File: src/rtl/noise_channel_gen2.sv
// Noise voice: LFSR stepped by a period timer, loudness from decay envelope or constant volume.
// All outputs are registered with 1-cycle latency; no backpressure, strobes are consumed as they arrive.
module noise_channel_gen2 #(
    parameter int LFSR_WIDTH   = 15,
    parameter int TAP_LONG     = 1,
    parameter int TAP_SHORT    = 6,
    parameter int PERIOD_WIDTH = 12,
    parameter int LEN_WIDTH    = 8,
    parameter int AMP_SCALE    = 11,
    parameter int OUT_WIDTH    = 9
) (
    input  logic                    i_clk,
    input  logic                    i_reset,
    input  logic                    i_tick_stb,
    input  logic                    i_env_stb,
    input  logic                    i_len_stb,
    input  logic [PERIOD_WIDTH-1:0] i_period,
    input  logic                    i_mode,
    input  logic [3:0]              i_volume,
    input  logic                    i_const_vol,
    input  logic                    i_loop,
    input  logic                    i_enable,
    input  logic                    i_trigger,
    input  logic [LEN_WIDTH-1:0]    i_length,
    output logic [OUT_WIDTH-1:0]    o_output,
    output logic                    o_active,
    output logic                    o_shift_stb
);

    logic [PERIOD_WIDTH-1:0] timer_q, timer_d;
    logic [LFSR_WIDTH-1:0]   lfsr_q, lfsr_d;
    logic                    env_start_q, env_start_d;
    logic [3:0]              env_div_q, env_div_d;
    logic [3:0]              decay_q, decay_d;
    logic [LEN_WIDTH-1:0]    length_q, length_d;
    logic [OUT_WIDTH-1:0]    output_q, output_d;
    logic                    active_q, active_d;
    logic                    shift_stb_q, shift_stb_d;
    logic                    shift;
    logic                    fb;
    logic [3:0]              vol;

    // Period timer and LFSR
    always_comb begin
        timer_d     = timer_q;
        lfsr_d      = lfsr_q;
        shift       = 1'b0;
        fb          = lfsr_q[0] ^ (i_mode ? lfsr_q[TAP_SHORT] : lfsr_q[TAP_LONG]);
        if (i_tick_stb) begin
            if (timer_q == '0) begin
                timer_d = i_period;
                shift   = 1'b1;
            end else begin
                timer_d = timer_q - PERIOD_WIDTH'(1);
            end
        end
        if (shift) begin
            // All-zero state would lock up; reseed with 1 instead.
            if (lfsr_q == '0) begin
                lfsr_d = LFSR_WIDTH'(1);
            end else begin
                lfsr_d = {fb, lfsr_q[LFSR_WIDTH-1:1]};
            end
        end
        shift_stb_d = shift;
    end

    // Decay envelope; a trigger arms the start flag for the following envelope clock
    always_comb begin
        env_start_d = env_start_q;
        env_div_d   = env_div_q;
        decay_d     = decay_q;
        if (i_env_stb) begin
            if (env_start_q) begin
                env_start_d = 1'b0;
                decay_d     = 4'd15;
                env_div_d   = i_volume;
            end else if (env_div_q == 4'd0) begin
                env_div_d = i_volume;
                if (decay_q != 4'd0) begin
                    decay_d = decay_q - 4'd1;
                end else if (i_loop) begin
                    decay_d = 4'd15;
                end
            end else begin
                env_div_d = env_div_q - 4'd1;
            end
        end
        if (i_trigger) begin
            env_start_d = 1'b1;
        end
    end

    // Length counter and output stage
    always_comb begin
        length_d = length_q;
        if (!i_enable) begin
            length_d = '0;
        end else if (i_trigger) begin
            length_d = i_length;
        end else if (i_len_stb && (length_q != '0) && !i_loop) begin
            length_d = length_q - LEN_WIDTH'(1);
        end

        vol      = i_const_vol ? i_volume : decay_q;
        output_d = '0;
        if (!lfsr_q[0] && (length_q != '0)) begin
            output_d = OUT_WIDTH'(vol) * OUT_WIDTH'(AMP_SCALE);
        end
        active_d = (length_q != '0);
    end

    always_ff @(posedge i_clk) begin
        if (i_reset) begin
            timer_q     <= '0;
            lfsr_q      <= LFSR_WIDTH'(1);
            env_start_q <= 1'b0;
            env_div_q   <= 4'd0;
            decay_q     <= 4'd0;
            length_q    <= '0;
            output_q    <= '0;
            active_q    <= 1'b0;
            shift_stb_q <= 1'b0;
        end else begin
            timer_q     <= timer_d;
            lfsr_q      <= lfsr_d;
            env_start_q <= env_start_d;
            env_div_q   <= env_div_d;
            decay_q     <= decay_d;
            length_q    <= length_d;
            output_q    <= output_d;
            active_q    <= active_d;
            shift_stb_q <= shift_stb_d;
        end
    end

    assign o_output    = output_q;
    assign o_active    = active_q;
    assign o_shift_stb = shift_stb_q;

endmodule

File: config.mk
export PLATFORM = sky130hd
export DESIGN_NAME = noise_channel_gen2
export DESIGN_NICKNAME = d
export VERILOG_FILES = /design/src/rtl/noise_channel_gen2.sv
export SDC_FILE = /design/constraint.sdc
export NUM_CORES = 1
export LEC_CHECK = 0
export CAP_MARGIN = 10
export CELL_PAD_IN_SITES_DETAIL_PLACEMENT = 0
export CELL_PAD_IN_SITES_GLOBAL_PLACEMENT = 1
export CORE_MARGIN = 2
export CORE_UTILIZATION = 30
export CTS_CLUSTER_SIZE = 20
export DETAILED_ROUTE_END_ITERATION = 10
export HOLD_SLACK_MARGIN = 0.03
export PLACE_DENSITY = 0.67
export SETUP_SLACK_MARGIN = 0.5
export SLEW_MARGIN = 20
export SYNTH_ARGS = -nofsm -noshare
export SYNTH_HDL_FRONTEND = slang
export SYNTH_SLANG_ARGS = --single-unit
File: constraint.sdc
create_clock -name i_clk -period 2.19 [get_ports i_clk]
set_input_delay 0.3285 -clock i_clk [delete_from_list [all_inputs] [get_ports i_clk]]
set_output_delay 0.3285 -clock i_clk [all_outputs]
set_load 0.01 [all_outputs]
# Yosys cells after proc, flatten, opt, wreduce, memory -nomap -nowiden
# Index checks and enable logic that the tools add are counted.
# totals
input_bits	34
register_bits	55
word_cells	51
out_inout_bits	11
# classes
n_reduce_logical	17
mux	16
n_addsub	4
mul	1
bitwise_logic	3
# ops
operator	n
$mux W4	7
$mux W8	2
$logic_not A15 Y1	1
$mux W15	1
$logic_not A12 Y1	1
$mux W12	1
$sub A12 B1 Y12 const B	1
$mul A4 B4 Y8 const B	1
$reduce_bool A8 Y1	1
$sub A4 B1 Y4 const B	2
$sub A8 B1 Y8 const B	1
$reduce_bool A2 Y1	3
$mux W1	5
$logic_not A4 Y1	1
$reduce_bool A4 Y1	1
$reduce_or A2 Y1	2
$logic_and A1 B1 Y1	3
$reduce_and A3 Y1	1
$reduce_bool A3 Y1	1
$logic_not A1 Y1	2
$not A1 Y1	2
$xor A1 B1 Y1	1

# Logic depth before layout (Yosys ltp)
# depth
depth_word	5
ltp_mapped	10

# Worst setup path before layout
# OpenSTA, ideal clock, no wires.
# synth_timing
path_type	reg2reg
startpoint	reg decay_q[0]
endpoint	reg output_q[6] (netlist: o_output[6])
path_slack_ns	-0.097
period_less_slack_ns	2.287
arrival_ns	2.161
setup_ns	0.127
t_required_ns	2.063
path_stages_with_launch	11
path_cell_list	dfxtp_1 > inv_1 > o21ai_0 > ha_1 > ha_1 > inv_1 > fa_1 > nor2b_1 > o21a_1 > o21ai_0 > nor3b_1
# synth_via
elab_chain_cells	2
# synth_lines
element	line	text
from (decl)	34	logic [3:0] decay_q, decay_d;
from (signal assigned)	129	decay_q <= decay_d;
$mux W4	105	vol = i_const_vol ? i_volume : decay_q;
net vol[0]	41	logic [3:0] vol;
$mul A4 B4 Y8	108	output_d = OUT_WIDTH'(vol) * OUT_WIDTH'(AMP_SCALE);
to (signal assigned)	131	output_q <= output_d;
to (decl)	36	logic [OUT_WIDTH-1:0] output_q, output_d;
# The timed path passes the listed nets, and every way through them passes these cells.
# A chain may end at the register's enable or synchronous reset.

# Worst setup path after layout
# layout_timing
startpoint	reg decay_q[2]
endpoint	reg output_q[6] (netlist: o_output[6])
# layout_via
elab_chain_cells	2
# layout_lines
element	line
$mux W4	105
$mul A4 B4 Y8	108
# Every way passes these cells.

==> metrics.md <==
| Metric | Value |
|---|---|
| Outcome | `completed` |
| RSZ-0062 raised after global routing | `yes` |
| Multi-input combinational cell area | `2240 um^2` |
| Post-synthesis xor/xnor area fraction | `2.662%` |
| Cells after DPL | `535` |
| Synth Register Bits | `54` |
| Sequential Area | `1105 um^2` |
| Drt pass-1 iters | `4` |
| Logic pwr share | `52.3%` |
| Setup_tns | `0 ns` |
| Startpoint Class | `flip-flop` |
| Ys async rst share | `0%` |
| Post-synth top area share | `36.50%` |
| Post-synthesis mux area share | `1.394%` |
| Data arrival time of the critical path | `2.38 ns` |
| CP endpoint kind | `flip-flop` |
| Pwr Total | `4595 uW` |
| Crit Path Category | `flip-flop to flip-flop` |
| Post-synth EDFFs | `0` |
| Leakage | `0.001814 uW` |
| Max Clk Rate | `0.4605 GHz` |
| Die span in y | `103.4 um` |
| Largest net degree at the start of global routing | `43` |
| Number of global-route vias before repair | `2,715` |
| RePlAce Congestion | `0.8159` |
| Total gr overflow | `0` |
| Layout cell share with drive strength beyond 1 | `37.67%` |
| Clock Sinks | `54` |
| # fillers | `918` |
| Relative slew margins | `63.27%` |
| Largest family of logic cells by synthesized area | `simple AND/OR/NAND/NOR gates` |
| Predominant post-synthesis flop cell | `dfxtp_1` |
| ANT nets after route | `0` |
| DP HPWL | `5066 um` |
| Simple-Gate Fraction of Synth Area | `24.63%` |
| Pwr Density | `1002 nW/um^2` |
| Clock skew | `0.005789 ns` |
| Drt initial violations | `59` |
| Die W | `103.4 um` |
| I/O pins | `45` |
| Worst hold path type | `input pin to flip-flop` |
| Hold_sp | `i_env_stb` |
| Root Driver | `clkbuf_8` |
| Port Buffers | `43` |
| WL/cell | `13.96 um` |
| RR Startpoint | `decay_q[2]` |
| Core Rows | `36` |
| Fin nets | `481` |
| Slew @ Worst Pin | `0.5467 ns` |
| Post-synthesis cell area | `2962 um^2` |
| First-pass GRT wire length | `12,470 um` |
| Clock transition at path regs | `0.10 ns` |
| Endpoints failing setup | `0` |
| Reg2Reg Setup Slack | `0.02 ns` |
| N_diodes | `0` |
| Internal power | `2866 uW` |
| Req. time, crit path | `2.40 ns` |
| CTS buffer count | `5` |
| Top cells by area, synth | `dfxtp_1 (37%), ha_1 (7.2%), nand2_1 (5.1%)` |
| Cells after synthesis | `347` |
| Post-route fraction of the period consumed by the critical path | `99.15%` |
| Die area | `10,680 um^2` |
| Worst-path maximum fanout | `3` |
| Post-route insts no fill | `563` |
| Overall routed net length | `7858 um` |
| Initial antenna violation count | `0` |
| Peak VDD IR | `546.4 uV` |
| Core footprint | `9684 um^2` |
| CTS tree | `built` |
| Ys Warns | `0` |
| Starting Density | `30.58%` |
| CTS Buffer Depth | `2` |
| Drc violations | `0` |
| Synth area leader | `dfxtp_1` |
| Worst-Skew Late Latency | `0.31 ns` |
| Clock network power share | `18.1%` |
| Fin crit period | `2.171 ns` |
| Avg Cell Area, Syn | `8.535 um^2` |
| Final Slew Violations | `0` |
| Post-synthesis compound-gate area fraction | `21.08%` |
| Sw Ratio | `37.64%` |
| Final Hold Viols | `0` |
| Critical Path Start | `decay_q[2]` |
| Seq pwr share | `29.6%` |
| Mapped Nets | `399` |
| Max_cap viols | `0` |
| GRT Util Overall | `14.67%` |
| Sequential fraction of the synthesis area | `36.50%` |
| Synth unique cells | `60` |
| Psw | `1730 uW` |
| H-tree level count | `2` |
| Via count | `2,834` |
| Average vias per placed instance | `5.034` |
| Area delta synth->final | `54.92%` |
| Post-synthesis adder-cell area fraction | `7.858%` |
[area by class of cell]
class	count	share of cell area (%)
multi-input combinational	257	48.81
sequential	54	24.08
timing repair buffer	90	18.54
tap	133	3.627
inverter	21	1.827
clock buffer	6	1.800
clock inverter	2	1.309
[power groups by stage]
stage                     clock [uW]  combinational (uW)  sequential, uW
after floorplan                    0                1250            1280
after global placement             0                1690            1330
after detailed placement           0                1680            1330
after CTS                        864                2040            1320
after global routing             898                2610            1390
final                            832                2400            1360
[path summary, 6_finish.rpt]
kind              cells past startpoint      endpoint
hold reg to reg                       2     lfsr_q[1]
setup / recovery                      9   o_output[6]
hold / removal                        2  env_div_q[2]
setup reg to reg                      9   o_output[6]
[layout by cell type (no fill, tap or decap), types with 3 or more instances in the layout]
cell type        Yosys  layout
clkdlybuf4s50_1      0      35
nand2_1             40      27
o21ai_0             18      13
nand3_1             10      10
nor2_1              20      18
o21ai_1              1       3
clkbuf_8             0       6
nand2_4              0      14
nor3_1               7       4
dfxtp_4              0       4
ha_4                 0      12
xnor2_1              8       8
dfxtp_1             54      43
nor4_1               7       5
a211oi_1             9       8
nand4_1              5       5
dlygate4sd2_1        0       4
dfxtp_2              0       7
o22ai_1              4       4
inv_1               21      14
nor3b_2              0       3
nand2b_1             7       7
buf_4                1      36
buf_6                3       9
dlymetal6s2s_1       0       3
a31oi_1             10      10
ha_1                17       5
a21oi_2              9      17
a21oi_1             23      15
or4_4                0       3
or4b_4               1       6
nor2b_1              4       3
inv_2                0       5
[stage by stage]
stage / area [um^2] / worst slack, ns / util, % / hold slack (ns)
floorplan: 3115 / 0.05705 / - / 0.4450
global placement: 3844 / -0.6466 / 39.69 / 0.4579
detailed placement: 3844 / -0.6616 / 39.69 / 0.4623
CTS: 4303 / 0.01480 / 44.43 / 0.4782
global route: 4588 / -0.06619 / 47.38 / 0.4612
finish: 4588 / 0.01861 / 47.38 / 0.4352
[cell families (layout without fill, tap and decap cells)]
group,after synthesis,count (layout)
flops,54,54
xor+xnor,9,9
mux,4,4
compound gates,93,94
fa+ha+maj,18,18
buf+inv,37,119
other cells,1,1
simple gates,131,131
[worst max-delay path, cell delays in order, from the launching register on]
cell and delay (ns):
dfxtp_2 0.34, mux2_4 0.30, ha_4 0.23, ha_4 0.26, inv_2 0.04, fa_2 0.34, nor2b_2 0.15, o21a_1 0.18
o21ai_1 0.07, nor3b_2 0.16
[timing repair]
item / CTS / global route
resized for setup: 54 / 57
setup buffers: 13 / 5
hold buffers: 0 / 0
pin swaps: 20 / 37
cloned: 1 / 1
endpoints found under the setup margin: 40 / 39
[cell usage after synthesis (3+ instances only)]
master / instances
nand4_1: 5
a211oi_1: 9
a31oi_1: 10
nand2b_1: 7
nor3b_1: 5
nand2_1: 40
nor4_1: 7
o41ai_1: 3
nor2b_1: 4
o31ai_1: 3
o22ai_1: 4
mux2i_1: 3
ha_1: 17
a21oi_2: 9
buf_6: 3
a21oi_1: 23
dfxtp_1: 54
o21ai_0: 18
xnor2_1: 8
nor3_1: 7
inv_1: 21
or4b_2: 4
or3_1: 3
nor2_1: 20
clkbuf_1: 10
nand3_1: 10
[per-layer routing]
layer	track usage, %	up-vias	wire length [um]
met5	0	-	0
met4	5.061	0	80
met3	2.218	6	243
met2	25.71	52	3955
met1	18.31	1354	3579
li1	-	1422	-
[registers in the layout, indices dropped and copies added (netlist names)]
signal,count
env_div_q,4
length_q,8
env_start_q,1
timer_q,12
o_shift_stb,1
o_active,1
decay_q,4
o_output,8
lfsr_q,15
(Power assumes the default switching activity.)
==> RTL change 1 (same flow settings) <==
The parameter `LEN_WIDTH` goes from 8 to 32.
--- a/src/rtl/noise_channel_gen2.sv
+++ b/src/rtl/noise_channel_gen2.sv
@@ -6,5 +6,5 @@
     parameter int TAP_SHORT    = 6,
     parameter int PERIOD_WIDTH = 12,
-    parameter int LEN_WIDTH    = 8,
+    parameter int LEN_WIDTH    = 32,
     parameter int AMP_SCALE    = 11,
     parameter int OUT_WIDTH    = 9
Ports: changed (resized i_length); port bits go from 45 to 69. The function was not compared with the original's and may differ.
==> RTL change 1 against the unedited design <==
  * Sequential cell count is 24 higher
  * Hold slack gained 0.044 ns
  * Routed wire length grew 71%
  * Critical path depth increased by 1
  * Largest cell class unchanged
  * Die area rose by 45%
  * Fmax grew 4.2%
  * Largest power group unchanged
  * Area after synthesis grew 47%
  * Design area up 59%
  * Power increased by 38%
  * Worst setup slack gained 0.088 ns
==> RTL change 1: results (changes against the unedited design) <==
[detailed_routing]
wl_met3_um=464  ; was 243 um
wl_met2_um=6919  ; was 3955 um
viasPerCell=5.256  ; was 5.034
drt_wl_total_um=13470  ; was 7858 um
drt_iter0_drc=199  ; was 59
wl_per_cell_um=15.72  ; was 13.96 um
m1WireLength_um=5831  ; was 3579 um

[status]
outcome=complete, no violations  ; unchanged

[placed_design]
post-place-cells=776  ; was 535
place_area_mm2=0.005594  ; was 0.003844 mm2
dp_hpwl_um=8201  ; was 5066 um
pre_cts_ws_ns=-0.5953  ; was -0.6616 ns
io_buffers=67  ; was 43

[global_routing]
first_global_vias=4370  ; was 2715
grt_max_degree=43  ; unchanged
antenna_found_initial=0  ; unchanged
grt_pass1_wl_um=21250  ; was 12470 um
grtUsageMet2=0.2922  ; was 0.2571
use_met1=0.1957  ; was 0.1831
grt_use_met3=0.03823  ; was 0.02218
grt.total_usage=0.1651  ; was 0.1467

[power]
clkPwrFrac=0.244  ; was 0.181
p_int_mw=4.099  ; was 2.866 mW
p_leak_nw=2.679  ; was 1.814 nW
switchingPower_mw=2.260  ; was 1.730 mW
ir_drop_mv=0.6102  ; was 0.5464 mV
combPwrFrac=0.467  ; was 0.523

[critical_path]
cp_data_arrival_time_ns=2.32  ; was 2.38 ns
critPathSlowestCell=dfxtp_4  ; was dfxtp_2
rr_worst_depth=10  ; was 9
cp_top_family=adder cells  ; unchanged
rrSetupSlack_ns=0.11  ; was 0.02 ns

[floorplan]
start_util=0.3035  ; was 0.3058

[synthesis]
synth-compound-area-share=0.2433  ; was 0.2108
synth_xor_xnor_area_share=0.02611  ; was 0.02662
yosysUniqueCellTypes=76  ; was 60
synth_fp_nets=594  ; was 399
synth_fa_ha_area_frac=0.05624  ; was 0.07858
synth_area_leaders=dfxtp_1, ha_1, a21oi_1, o21ai_0, nand2_1  ; was dfxtp_1, ha_1, nand2_1, a21oi_1, o21ai_0
synthTopCellsByCount=dfxtp_1, a21oi_1, nand2_1  ; was dfxtp_1, nand2_1, a21oi_1
syn_area_per_cell_um2=8.434  ; was 8.535 um2
seq_area_frac_synth=0.3581  ; was 0.3650

[timing]
hold_ws_ns=0.4793  ; was 0.4352 ns
layout_min_cycle_time_ns=2.083  ; was 2.171 ns
fin_skew_ns=0.008392  ; was 0.005789 ns

[min_path]
hold_start=lfsr_q[4]$_SDFFE_PP0P_  ; was i_env_stb
min_to=lfsr_q[4]$_SDFFE_PP0P_  ; was env_div_q[2]$_SDFFE_PP0P_

[final_layout]
final_nets=745  ; was 481
top_regs=length_q x32, lfsr_q x15, timer_q x12  ; was lfsr_q x15, timer_q x12
fillers=1291  ; was 918
drive_gt1_frac=0.4250  ; was 0.3767

[cts]
clk_latency_ns=0.34  ; was 0.31 ns
htree_levels=3  ; was 2
clk_pin_slew_ns=0.06  ; was 0.10 ns

RTL change 1: timing repair:
item                       in CTS  in global routing
setup endpoints to repair      66                 71
pin swaps                      61                 73
setup buffers                  36                 24
resized for setup              99                130
gates cloned                    3                  2
RTL change 1: final cells by class:
cell class / instances / area, um2 / area share
clock buffers: 13 / 260.3 / 0.03573
clock inverters: 3 / 42.54 / 0.005840
inverters: 23 / 86.33 / 0.01185
multi-input cells: 390 / 3470 / 0.4763
flip-flops and latches: 78 / 1623 / 0.2228
well taps: 184 / 230.2 / 0.03160
repair buffers: 166 / 1573 / 0.2159
RTL change 1: worst register-to-register path: stages, from the launching register on:
cell     delay, ns
dfxtp_4       0.34
mux2_4        0.30
ha_4          0.30
ha_4          0.21
inv_2         0.06
fa_2          0.19
inv_1         0.04
a21o_1        0.18
a21oi_2       0.15
xor2_1        0.15
nor2_1        0.05
==> RTL change 2 (config.mk and constraints unchanged) <==
Without the edit above. Register the output `o_output` once more, with the module's reset; this adds one clock of latency there. The other outputs are not delayed to match.
--- a/src/rtl/noise_channel_gen2.sv
+++ b/src/rtl/noise_channel_gen2.sv
@@ -135,5 +135,11 @@
     end
 
-    assign o_output    = output_q;
+    always_ff @(posedge i_clk) begin
+        if (i_reset) begin
+            o_output <= '0;
+        end else begin
+            o_output <= output_q;
+        end
+    end
     assign o_active    = active_q;
     assign o_shift_stb = shift_stb_q;
Behaviour: not the same (Yosys sat finds a counterexample within 4 cycles, from zero or initial values and one cycle with i_reset high).
==> RTL change 2 against the unedited design <==
  * Area after synthesis rose by 4.8%
  * Global-route usage rose by 1.5 points
  * Via count rose by 5.5%
  * Power rose by 11%
  * Worst setup slack improved by 0.0068 ns
  * Routed wire length rose by 11%
  * Clock skew rose by 0.0015 ns
  * Sequential share of layout area rose by 1.3 points
  * Combinational power rose by 13%
  * Largest power group unchanged
  * Count of clock-buffer cells in the layout rose by 6
  * Sequential cell count rose by 8
  * Design area rose by 7.5%
  * Synthesized cell count rose by 5.8%
==> RTL change 2: results (changes against the unedited design) <==
[status]
outcome=complete, no violations  ; unchanged

[power]
ir_drop_mv=0.5512  ; was 0.5464 mV
p_leak_nw=2.022  ; was 1.814 nW

[synthesis]
seq_area_frac_synth=0.4000  ; was 0.3650
synth-compound-area-share=0.1621  ; was 0.2108
synth_mux_area_frac=0.02984  ; was 0.01394
synthTopCellsByCount=dfxtp_1, nand2_1, a21oi_1  ; unchanged
synth_fp_nets=419  ; was 399
synth_xor_xnor_area_share=0.01411  ; was 0.02662

[placed_design]
place.gp.congestion=0.7773  ; was 0.8159
pre_cts_ws_ns=-0.7503  ; was -0.6616 ns
place_area_mm2=0.003979  ; was 0.003844 mm2
dp_hpwl_um=5354  ; was 5066 um

[timing]
period_share=0.9884  ; was 0.9915
hold_ws_ns=0.3671  ; was 0.4352 ns

[detailed_routing]
vias=2991  ; was 2834
viasPerCell=4.968  ; was 5.034
drt_wl_total_um=8720  ; was 7858 um

[cts]
htree_levels=3  ; was 2
clk_latency_ns=0.35  ; was 0.31 ns
post-cts-setup-buffers=15  ; was 13

[global_routing]
grt.total_usage=0.1616  ; was 0.1467
grt_pass1_wl_um=14480  ; was 12470 um

[critical_path]
critPathSlowestCell=fa_2  ; was dfxtp_2
r2r-end=output_q[6]$_SDFF_PP0_  ; was o_output[6]$_SDFF_PP0_

[min_path]
min_to=output_q[1]$_SDFF_PP0_  ; was env_div_q[2]$_SDFFE_PP0P_
min_path_cells=3  ; was 2

[final_layout]
fillers=962  ; was 918
final_nets=513  ; was 481

-- RTL change 2: power by group --
part	leakage, nW	total [mW]	switching, mW	internal (mW)
Clock	0.0861	0.898	0.461	0.436
Sequential	0.508	1.50	0.204	1.30
Combinational	1.43	2.71	1.30	1.42
-- RTL change 2: per-layer routing --
metal | up-vias | part of all wire | GRT usage
met4 | 0 | 0.013 | 0.05263
met2 | 72 | 0.51 | 0.2816
li1 | 1495 | - | -
met1 | 1414 | 0.43 | 0.1915
met5 | - | 0 | 0
met3 | 10 | 0.047 | 0.04453
-- RTL change 2: final cells by class --
type                            count  area (um2)  share of cell area
Clock buffer                       12       145.1             0.02943
Clock inverter                      4       22.52            0.004567
Inverter                           23       88.84             0.01802
Multi-Input combinational cell    265        2282              0.4628
Sequential cell                    62        1251              0.2537
Tap cell                          136       170.2             0.03451
Timing Repair Buffer              100       970.9              0.1969
